### src/rtl/bin2bcd_seq.sv
// Sequential binary-to-BCD converter (shift-and-add-3), one input bit per clock.
// Valid/ready input handshake; the BCD result is registered and held between conversions.
module bin2bcd_seq #(
  parameter int IN_W   = 14,
  parameter int DIGITS = 4
) (
  input  logic                  clk,
  input  logic                  rst,
  input  logic [IN_W-1:0]       i_bin,
  input  logic                  i_valid,
  output logic                  o_ready,
  output logic [4*DIGITS-1:0]   o_bcd,
  output logic                  o_valid,
  output logic                  o_ovf
);

  localparam int BCD_W = 4 * DIGITS;
  localparam int CNT_W = (IN_W > 1) ? $clog2(IN_W) : 1;

  function automatic logic [63:0] calc_max(input int d);
    logic [63:0] m;
    m = 64'd1;
    for (int i = 0; i < d; i++) m = m * 64'd10;
    return m - 64'd1;
  endfunction

  localparam logic [63:0]      MAX_VAL  = calc_max(DIGITS);
  localparam logic [CNT_W-1:0] LAST_CNT = CNT_W'(IN_W - 1);

  typedef enum logic [1:0] {IDLE, SHIFT, DONE} state_t;

  state_t                    state_reg, state_next;
  logic [IN_W-1:0]           bin_reg;
  logic [BCD_W-1:0]          scratch_reg;
  logic [BCD_W-1:0]          adj;
  logic [BCD_W+IN_W-1:0]     shifted;
  logic [CNT_W-1:0]          cnt_reg;
  logic                      ovf_pending_reg;
  logic                      accept;

  assign o_ready = (state_reg == IDLE);
  assign accept  = o_ready && i_valid;

  // Add 3 to every digit >= 5 before the shift so each digit carries correctly at 10.
  genvar gi;
  generate
    for (gi = 0; gi < DIGITS; gi++) begin : g_adj
      assign adj[4*gi +: 4] = (scratch_reg[4*gi +: 4] >= 4'd5) ?
                              scratch_reg[4*gi +: 4] + 4'd3 : scratch_reg[4*gi +: 4];
    end
  endgenerate

  assign shifted = {adj, bin_reg} << 1;

  always_comb begin
    state_next = state_reg;
    case (state_reg)
      IDLE:    if (accept) state_next = SHIFT;
      SHIFT:   if (cnt_reg == LAST_CNT) state_next = DONE;
      DONE:    state_next = IDLE;
      default: state_next = IDLE;
    endcase
  end

  always_ff @(posedge clk) begin
    if (rst) begin
      state_reg <= IDLE;
    end else begin
      state_reg <= state_next;
    end
  end

  always_ff @(posedge clk) begin
    if (rst) begin
      bin_reg         <= '0;
      scratch_reg     <= '0;
      cnt_reg         <= '0;
      ovf_pending_reg <= 1'b0;
      o_bcd           <= '0;
      o_ovf           <= 1'b0;
      o_valid         <= 1'b0;
    end else begin
      o_valid <= 1'b0;
      case (state_reg)
        IDLE: begin
          if (accept) begin
            bin_reg         <= i_bin;
            scratch_reg     <= '0;
            cnt_reg         <= '0;
            ovf_pending_reg <= (64'(i_bin) > MAX_VAL);
          end
        end
        SHIFT: begin
          scratch_reg <= shifted[BCD_W+IN_W-1:IN_W];
          bin_reg     <= shifted[IN_W-1:0];
          cnt_reg     <= cnt_reg + CNT_W'(1);
        end
        DONE: begin
          // Out-of-range operands saturate to all nines; dropped top carries are irrelevant then.
          o_bcd   <= ovf_pending_reg ? {DIGITS{4'h9}} : scratch_reg;
          o_ovf   <= ovf_pending_reg;
          o_valid <= 1'b1;
        end
        default: ;
      endcase
    end
  end

endmodule

### config.mk
export PLATFORM = sky130hd
export DESIGN_NAME = bin2bcd_seq
export DESIGN_NICKNAME = d
export VERILOG_FILES = /design/src/rtl/bin2bcd_seq.sv
export SDC_FILE = /design/constraint.sdc
export NUM_CORES = 1
export LEC_CHECK = 0
export ABC_AREA = 1
export BUFFER_PORTS_ARGS = -buffer_cell sky130_fd_sc_hd__buf_2
export CAP_MARGIN = 25
export CELL_PAD_IN_SITES_DETAIL_PLACEMENT = 1
export CELL_PAD_IN_SITES_GLOBAL_PLACEMENT = 2
export CORE_AREA = 4 4 91 93
export CTS_CLUSTER_DIAMETER = 50
export DETAILED_ROUTE_END_ITERATION = 8
export DIE_AREA = 0 0 95 97
export PLACE_DENSITY_LB_ADDON = 0.1
export REMOVE_ABC_BUFFERS = 1
export SYNTH_ARGS = -nofsm -noshare
export SYNTH_HDL_FRONTEND = slang
export SYNTH_SLANG_ARGS = --single-unit
### constraint.sdc
create_clock -name clk -period 3.3 [get_ports clk]
set_input_delay 0.33 -clock clk [delete_from_list [all_inputs] [get_ports clk]]
set_output_delay 0.33 -clock clk [all_outputs]
set_load 0.01 [all_outputs]
After elaboration in Yosys (flattened, before gate mapping):

Index checks and enable logic that the tools add are counted.

* register bits after elaboration: 55
* bits in latches: 0
* bits in writable memories: 0
* ROM bits: 0
* input port bits: 17
* word-level logic and storage cells: 44
* memories kept: 0

* $add $sub $neg: 5
* multiply operators: 0
* divide/modulo/power cells: 0
* magnitude comparators: 5
* equality and inequality tests: 5
* shift-type cells: 0
* mux-type cells: 15
* bitwise logic cells: 0
* reduce and logical (&&, ||, !) cells: 6

Operator list (count)
* $mux W16: 2
* $pmux W16 S2: 1
* $pmux W14 S2: 1
* $ge A4 B3 Y1 const B: 4
* $mux W4: 4
* $gt A14 B14 Y1 const B: 1
* $mux W14: 1
* $add A4 B2 Y4 const B: 3
* $pmux W4 S2: 1
* $reduce_and A2 Y1: 3
* $add A4 B1 Y4 const B: 1
* $eq A4 B4 Y1 const B: 1
* $mux W2: 2
* $pmux W2 S2: 1
* $add A3 B2 Y3 const B: 1
* $mux W3: 1
* $eq A2 B1 Y1 const B: 1
* $eq A2 B2 Y1 const B: 1
* $logic_not A2 Y1: 1
* $ne A2 B1 Y1 const B: 1
* $ne A2 B2 Y1 const B: 1
* $reduce_bool A2 Y1: 1
* $logic_and A1 B1 Y1: 1
* $mux W1: 1

Logic depth before layout (Yosys ltp):

Gate-level depths: netlist (run 1).

* depth after elaboration: 4
* mapped depth: 9
* gate-level depth less buffers: 9

Least setup slack after synthesis (run 1):

No wires, ideal clock.

* kind: flip-flop to flip-flop
* from: register scratch_reg[8]
* to: register scratch_reg[12]
* data arrival time: 1116 ps
* required time: 3235 ps
* setup slack: 2119 ps
* cell stages (with the launch flop): 10
* path buffers: 0
* clock period less this slack: 1181 ps
* cell sequence: dfxtp_1 inv_1 ha_1 inv_1 nand2_1 nand3_1 nand2_1 nor2_1 nor2_1 nor2_1

* longest elaborated chain between the ends: 3
* elaborated cells on any way between the ends: 4

Ends and longest elaborated chain
* start: declaration: line 34 `logic [BCD_W-1:0] scratch_reg;`
* start signal: assignment: line 94 `scratch_reg <= shifted[BCD_W+IN_W-1:IN_W];`
* $add A4 B2 Y4 / $ge A4 B3 Y1 (equally long branches): line 49, 48
* $mux W4 *: line 48 `assign adj[4*gi +: 4] = (scratch_reg[4*gi +: 4] >= 4'd5) ?`
* $pmux W16 S2 *: line 84 `case (state_reg)`

Every way passes the cells marked *; elsewhere a longest branch is shown, timed or not.
A chain may end at the register's enable or synchronous reset.

Worst setup path after layout (run 1):

* from: register state_reg[0]
* to: register scratch_reg[8]

* longest elaborated chain between the ends: 4
* elaborated cells on any way between the ends: 7

Ends and longest elaborated chain
* start: declaration: line 32 `state_t state_reg, state_next;`
* start signal: assignment: line 69 `state_reg <= state_next;`
* $logic_not A2 Y1: line 41, 84
* $logic_and A1 B1 Y1: line 42 `assign accept = o_ready && i_valid;`
* $ne A2 B1 Y1 (no source line)
* $reduce_and A2 Y1 (no source line)

Several ways; a longest one is shown, not always the timed one.

==> results of run 1 <==
-- kinds of logic after synthesis --
kind of cell / count (synthesis) / synth area share [%]
AO/OA/AOI/OAI: 65 / 14.5
flip-flops: 55 / 44.0
adder cells (fa/ha/maj): 10 / 5.00
AND/OR/NAND/NOR: 169 / 28.3
buffers and inverters: 50 / 8.20
-- power by group through the flow --
stage | registers [mW] | logic [mW] | clock network [mW]
floorplan | 0.707 | 0.0635 | 0
global placement | 0.711 | 0.111 | 0
detailed placement | 0.711 | 0.111 | 0
CTS | 0.696 | 0.112 | 0.423
global route | 0.700 | 0.126 | 0.452
finish | 0.695 | 0.108 | 0.407
-- through the flow --
stage	instances	setup WS, ps	hold slack [ps]	util (%)	cell area [um^2]
floorplan	335	1980	399	-	2430
global placement	473	1730	436	36.5	2750
detailed placement	473	1720	446	36.5	2750
CTS	481	1740	267	37.9	2850
global route	481	1580	280	37.9	2850
finish	481	1780	268	37.9	2850
-- cells in the mapped netlist --
cell / count
nand3_1: 32
buf_1: 2
clkinv_1: 1
ha_1: 10
nand2_1: 104
nor3_1: 2
buf_6: 1
nand2_2: 1
o21ai_0: 15
dfxtp_1: 55
a22oi_1: 1
a211oi_1: 1
inv_1: 33
a21oi_1: 33
or2_2: 1
nor2_2: 3
nand4_1: 8
buf_2: 8
nor2_1: 18
a31oi_1: 6
o211ai_1: 8
inv_2: 2
o21ai_2: 1
clkbuf_1: 3
-- routing by layer --
metal | global-route usage (%) | up-vias | part of all wire (%) | wire length, um
li1 | - | 1198 | - | -
met1 | 21.9 | 1096 | 51 | 3260
met2 | 22.1 | 33 | 44 | 2820
met3 | 2.95 | 6 | 4.1 | 260
met4 | 4.00 | 0 | 1.2 | 76
met5 | 0 | - | 0 | 0
-- worst register-to-register path: cells and delay by family, from the launching register on --
family,cells,cell delay (ps)
buffers and inverters,1,480
DFF,1,420
and+or+nand+nor,5,580
-- worst paths after layout --
path	endpoint	slack [ps]	depth (start not counted)
hold / removal	bin_reg[2]	270	3
setup / recovery	scratch_reg[8]	1780	6
hold reg to reg	bin_reg[12]	450	2
setup reg to reg	scratch_reg[8]	1780	6
-- final cells by class --
class | instances | area [um^2]
Multi-Input combinational cell | 244 | 1200
Timing Repair Buffer | 36 | 183
Clock buffer | 8 | 100
Sequential cell | 55 | 1100
Fill cell | 1006 | 4680
Tap cell | 102 | 128
Inverter | 36 | 135
==> run summary, run 1 <==
Via density - 4.85
IO Count - 36
Part of the power in the clock network - 33.6%
Crit-path slowest cell - inv_2
Post-route clock period utilization - 46.1%
Setup bufs post-CTS - 0
Seq/Total Area, Yosys - 44.0%
P_sw - 303 uW
Cell Rows - 32
CTS Sinks - 55
Clock tree buffer depth - 2
Critical path arrival - 1770 ps
Post-CTS resize count - 0
Clock buffer count from CTS - 5
Combinational power share - 8.9%
Nets - 405
Area delta synth->final - 13.9%
I/O Buffers - 35
H-tree lvl count - 2
Hold Buf Count CTS - 0
Vias - 2333
Largest net degree at the start of global routing - 39
Worst stage delay on the critical path - 470 ps
Post-layout min period - 1520 ps
Cell taking the most area after synthesis - dfxtp_1
First-pass iteration count of the detailed router - 4
Crit path max fanout - 31
Slew Viols, Final - 0
Share of the synthesized area in the top cell type - 44.0%
Pwr dens - 425 mW/mm^2
Die area - 0.00922 mm^2
Total power - 1.21 mW
CTS tree - done
Total GRT Usage - 14.9%
Maxcap violations - 0
# setup viols final - 0
Synth warn - 0
Area contributors post-synth - dfxtp_1 44%, nand2_1 16%, a21oi_1 6.6%, nand3_1 6.4%, ha_1 5.0%
Flop pwr share - 57.5%
Cell Chain, Critical Path - nand2_1 > inv_2 > nand2_1 > nor2_1 > nor2_1 > nor2_1
Sw frac - 25.0%
Starting Density - 33.2%
Post-detailed-routing wire length - 6410 um
Vias in the first global route - 2230
P_leak - 1.22 nW
CP delay by family, top - simple AND/OR/NAND/NOR gates
Mapped Cells - 349
Run status - finished clean
Maximum clock frequency - 0.658 GHz
Pint - 907 uW
Clk Latency, worst-skew pair - 310 ps
Most frequent cells in the layout - 104 x nand2_1, 55 x dfxtp_1, 35 x buf_2
Setup crit end kind - flip-flop
Clock Tree Root - clkbuf_8
Initial antenna violation count - 0
Crit Path Class - reg -> reg
Core ar. - 0.00753 mm^2
Hold crit path type - in -> reg
Syn Area/Cell - 7.17 um^2
Die W - 95 um
Final HPWL DP - 4470 um
Worst VDD drop - 0.160 mV
Mean routed wirelength per cell - 13.3 um
Global-route wire length before repair - 11000 um
Unique cell type count in the Yosys netlist - 24
Remaining routing DRC violations - 0
Gr ovfl total - 0
Startpoint types - flip-flop
Layout cells sized above 1 - 13.5%
CTS clk-pin slew, worst paths - 90 ps
Worst-margin pin slew - 869 ps
Most Frequent Cell on Critical Path - nor2_1
Fin. Hold Viols - 0
Worst Path Buf+Inv - 1
Critical path startpoint - state_reg[0]
Placer Congestion - 0.753
ANT nets after route - 0
Reg-to-reg startpoint - state_reg[0]
Mapped Area - 0.00250 mm^2
Headroom to the max-slew limit - 41.8%
N_diodes - 0
Die height - 97 um
Unrepaired setup endpoints after global routing - false
Setup TNS - 0 ps
Starting DRT DRC Count - 74
Most common cell after layout, fill and taps aside - nand2_1
Required time of the critical path - 3550 ps
Setup Skew - 4.77 ps
Min-delay src - i_bin[2]
FF+latch count, synth - 55
No activity file was read; power rests on OpenSTA's default activity.
==> run 2: changes to the inputs <==
--- a/config.mk
+++ b/config.mk
@@ -10,10 +10,10 @@
 export CAP_MARGIN = 25
 export CELL_PAD_IN_SITES_DETAIL_PLACEMENT = 1
 export CELL_PAD_IN_SITES_GLOBAL_PLACEMENT = 2
-export CORE_AREA = 4 4 91 93
+export CORE_AREA = 4 4 100 102
 export CTS_CLUSTER_DIAMETER = 50
 export DETAILED_ROUTE_END_ITERATION = 8
-export DIE_AREA = 0 0 95 97
+export DIE_AREA = 0 0 104 106
 export PLACE_DENSITY_LB_ADDON = 0.1
 export REMOVE_ABC_BUFFERS = 1
 export SYNTH_ARGS = -nofsm -noshare
==> constraint.sdc (replaced) <==
create_clock -name clk -period 1.25 [get_ports clk]
set_input_delay 0.125 -clock clk [delete_from_list [all_inputs] [get_ports clk]]
set_output_delay 0.125 -clock clk [all_outputs]
set_load 0.01 [all_outputs]
==> run summary, run 2 (same netlist as run 1, synthesis figures left out) <==
Maximum clock frequency - 0.831 GHz
Die height - 106 um
N_diodes - 0
Clock buffer count from CTS - 5
Core ar. - 0.00911 mm^2
Headroom to the max-slew limit - 81.6%
Clk Latency, worst-skew pair - 310 ps
CTS tree - done
Placer Congestion - 0.795
Run status - finished clean
Most frequent cells in the layout - 98 x nand2_1, 47 x dfxtp_1, 35 x buf_2
Vias - 2480
Post-detailed-routing wire length - 7450 um
Clock Tree Root - clkbuf_8
Cell Rows - 35
Vias in the first global route - 2596
Initial antenna violation count - 0
First-pass iteration count of the detailed router - 4
Total GRT Usage - 14.0%
Hold crit path type - in -> reg
I/O Buffers - 35
Gr ovfl total - 0
Setup Skew - 4.25 ps
P_leak - 1.46 nW
Total power - 3.47 mW
Slew Viols, Final - 0
Required time of the critical path - 1450 ps
IO Count - 36
Die W - 104 um
Starting Density - 27.5%
Reg-to-reg startpoint - scratch_reg[4]
Nets - 441
Crit path max fanout - 4
Min-delay src - i_bin[0]
Critical path arrival - 1400 ps
CTS clk-pin slew, worst paths - 100 ps
CTS Sinks - 55
Fin. Hold Viols - 0
Crit Path Class - reg -> reg
ANT nets after route - 0
Hold Buf Count CTS - 0
Most common cell after layout, fill and taps aside - nand2_1
Maxcap violations - 0
Clock tree buffer depth - 2
Post-place setup slack - -43.1 ps
Worst-margin pin slew - 275 ps
Remaining routing DRC violations - 0
Area delta synth->final - 30.8%
Die area - 0.0110 mm^2
Post-layout min period - 1200 ps
Startpoint types - flip-flop
Post-route clock period utilization - 96.3%
Final worst slack - 46.8 ps
# setup viols final - 0
Setup crit end kind - flip-flop
Starting DRT DRC Count - 27
Global-route wire length before repair - 12700 um
Worst VDD drop - 0.404 mV
Largest net degree at the start of global routing - 33
Unrepaired setup endpoints after global routing - true
H-tree lvl count - 2
Critical path startpoint - scratch_reg[4]
Layout cells sized above 1 - 29.4%
Pwr dens - 1060 mW/mm^2
Final HPWL DP - 5450 um
Via density - 4.71
Mean routed wirelength per cell - 14.2 um
## run 2: changes by cell type in the layout (fill, tap and decap cells not counted), sizes merged
| cell | change |
|---|---|
| buf | +36 |
| bufinv | +1 |
| clkbuf | -2 |
| clkinv | +1 |
## run 2: what timing repair did
action                     CTS  global route
setup endpoints to repair    7            34
pin swaps                    0             5
resized for setup            4            35
buffers inserted             0             2
## run 2: cell type report
type                    count  area, um^2
clock buffers               6        82.6
clock inverters             2        35.0
fillers                  1150        5840
inverters                  36         135
multi-input cells         244        1280
flip-flops and latches     55        1110
well taps                 111         139
repair buffers             72         490
## run 2: final timing paths
kind         slack (ps)  cells past startpoint        endpoint
min                  50                      3      bin_reg[0]
max reg2reg          50                      9  scratch_reg[8]
max                  50                      9  scratch_reg[8]
min reg2reg         460                      2     bin_reg[12]
## run 2: report_power, final
part / switching [mW] / internal [mW]
Clock: 0.596 / 0.650
Combinational: 0.236 / 0.158
Sequential: 0.0264 / 1.80
## run 2: layer usage
metal | track usage (%) | vias up | wire, um
met3 | 2.49 | 8 | 169
li1 | - | 1265 | -
met2 | 23.6 | 22 | 3490
met5 | 0 | - | 0
met1 | 18.4 | 1185 | 3710
met4 | 3.70 | 0 | 82
## run 2: metrics by stage
| stage | hold slack, ps | TNS (ps) | area (um^2) | std cells | utilization, % |
|---|---|---|---|---|---|
| 3_3_place_gp | 378 | 0 | 3050 | 516 | 33.4 |
| 6_report | 53.7 | 0 | 3270 | 526 | 35.9 |
| 5_1_grt | 59.5 | -137 | 3270 | 526 | 35.9 |
| 4_1_cts | 43.7 | 0 | 3170 | 524 | 34.8 |
| 3_5_place_dp | 386 | -74.1 | 3050 | 516 | 33.4 |
| 2_1_floorplan | 194 | -1500 | 2430 | 335 | - |
## run 2: worst max-delay path: stages, from the launching register on
cell	delay, ps
dfxtp_2	350
inv_2	60
ha_2	180
inv_2	40
nand2_2	90
nand3_2	110
nand2_1	80
nor2_1	40
nor2_1	90
nor2_1	50
==> run 3: changes to the inputs <==
--- a/config.mk
+++ b/config.mk
@@ -10,10 +10,10 @@
 export CAP_MARGIN = 25
 export CELL_PAD_IN_SITES_DETAIL_PLACEMENT = 1
 export CELL_PAD_IN_SITES_GLOBAL_PLACEMENT = 2
-export CORE_AREA = 4 4 100 102
+export CORE_AREA = 4 4 91 93
 export CTS_CLUSTER_DIAMETER = 50
 export DETAILED_ROUTE_END_ITERATION = 8
-export DIE_AREA = 0 0 104 106
+export DIE_AREA = 0 0 95 97
 export PLACE_DENSITY_LB_ADDON = 0.1
 export REMOVE_ABC_BUFFERS = 1
 export SYNTH_ARGS = -nofsm -noshare
==> constraint.sdc (replaced) <==
create_clock -name clk -period 1.5 [get_ports clk]
set_input_delay 0.15 -clock clk [delete_from_list [all_inputs] [get_ports clk]]
set_output_delay 0.15 -clock clk [all_outputs]
set_load 0.01 [all_outputs]
==> run summary, run 3 (same netlist as run 1, synthesis figures left out) <==
Die W - 95 um
ANT nets after route - 0
Largest net degree at the start of global routing - 33
Post-CTS resize count - 0
Hold crit path type - in -> reg
Hold Buf Count CTS - 0
Area delta synth->final - 18.0%
Design area - 0.00295 mm^2
Maximum clock frequency - 0.778 GHz
Fin. Hold Viols - 0
Starting DRT DRC Count - 60
Worst-margin pin slew - 349 ps
P_sw - 685 uW
Starting Density - 33.2%
CTS Sinks - 55
I/O Buffers - 35
Nets - 418
Sw frac - 25.8%
Remaining routing DRC violations - 0
CTS clk-pin slew, worst paths - 100 ps
Crit-path slowest cell - dfxtp_1
Post-layout min period - 1290 ps
Via density - 4.84
Dpl cell area - 0.00287 mm^2
Core ar. - 0.00753 mm^2
Total GRT Usage - 15.5%
Clock buffer count from CTS - 5
Critical path arrival - 1480 ps
Post-route clock period utilization - 85.7%
Most common cell after layout, fill and taps aside - nand2_1
Combinational power share - 10.7%
Placer Congestion - 0.831
H-tree lvl count - 2
Mean routed wirelength per cell - 13.5 um
Die height - 97 um
Flop pwr share - 57.5%
Global-route wire length before repair - 11600 um
Part of the power in the clock network - 31.9%
Maxcap violations - 0
Crit path max fanout - 5
Final HPWL DP - 4780 um
Clock Tree Root - clkbuf_8
Gr ovfl total - 0
P_leak - 1.29 nW
Pwr dens - 898 mW/mm^2
Die area - 0.00922 mm^2
Vias in the first global route - 2440
Most frequent cells in the layout - 104 x nand2_1, 54 x dfxtp_1, 35 x buf_2
Setup TNS - 0 ps
Cell Rows - 32
Initial antenna violation count - 0
Setup Skew - 7.82 ps
Clock tree buffer depth - 2
Cell Chain, Critical Path - inv_1 > ha_1 > inv_1 > nand2_1 > nand3_1 > nand2_1 > nand3_1 > a21oi_1
N_diodes - 0
Setup bufs post-CTS - 0
Clk Latency, worst-skew pair - 310 ps
Slew Viols, Final - 0
Headroom to the max-slew limit - 76.7%
Unrepaired setup endpoints after global routing - false
Vias - 2387
# setup viols final - 0
First-pass iteration count of the detailed router - 4
Post-detailed-routing wire length - 6660 um
Layout cells sized above 1 - 16.6%
Required time of the critical path - 1700 ps
Setup crit end kind - flip-flop
Startpoint types - flip-flop
Worst stage delay on the critical path - 420 ps
IO Count - 36
Worst VDD drop - 0.325 mV
Run status - finished clean
Crit Path Class - reg -> reg
Pint - 1.97 mW
CTS tree - done
[run 3: worst paths after layout]
path	start	endpoint	slack, ps	cells after the start
worst min-delay path	i_bin[2]	bin_reg[2]	70	3
worst min register to register	bin_reg[9]	bin_reg[9]	460	2
worst max-delay path	scratch_reg[12]	scratch_reg[14]	210	8
worst max register to register	scratch_reg[12]	scratch_reg[14]	210	8
[run 3: power groups by stage]
stage / registers (mW) / logic [mW] / clock network (mW)
CTS: 1.53 / 0.290 / 0.885
global route: 1.53 / 0.320 / 0.950
detailed placement: 1.56 / 0.289 / 0
global placement: 1.56 / 0.288 / 0
floorplan: 1.56 / 0.140 / 0
finish: 1.53 / 0.283 / 0.845
[run 3: final cells by class]
class / instances / area, um^2
fillers: 995 / 4570
multi-input cells: 244 / 1200
flip-flops and latches: 55 / 1100
repair buffers: 49 / 305
inverters: 36 / 135
well taps: 102 / 128
clock buffers: 6 / 82.6
clock inverters: 1 / 5.00
[run 3: worst max-delay path, delay by kind of cell, from the launching register on]
kind | cells | cell delay [ps]
flops | 1 | 420
simple gates | 4 | 330
fa+ha+maj | 1 | 220
buf+inv | 2 | 140
compound gates | 1 | 60
[run 3: metal layers]
layer	vias up	GRT usage (%)	part of all wire (%)
met5	-	0	0
met1	1128	20.9	50
li1	1221	-	-
met3	7	3.11	3.6
met2	31	25.4	46
met4	0	3.22	0.83
[run 3: per-stage QoR]
step                total power, mW  setup slack, ps  hold slack (ps)  utilization (%)  cells
floorplan                      1.70              179              219                -    335
global placement               1.85              247              388             38.1    486
detailed placement             1.85              214              392             38.1    486
CTS                            2.70              198             67.2             39.2    493
global route                   2.80             7.42             76.9             39.2    493
finish                         2.65              214             73.8             39.2    493
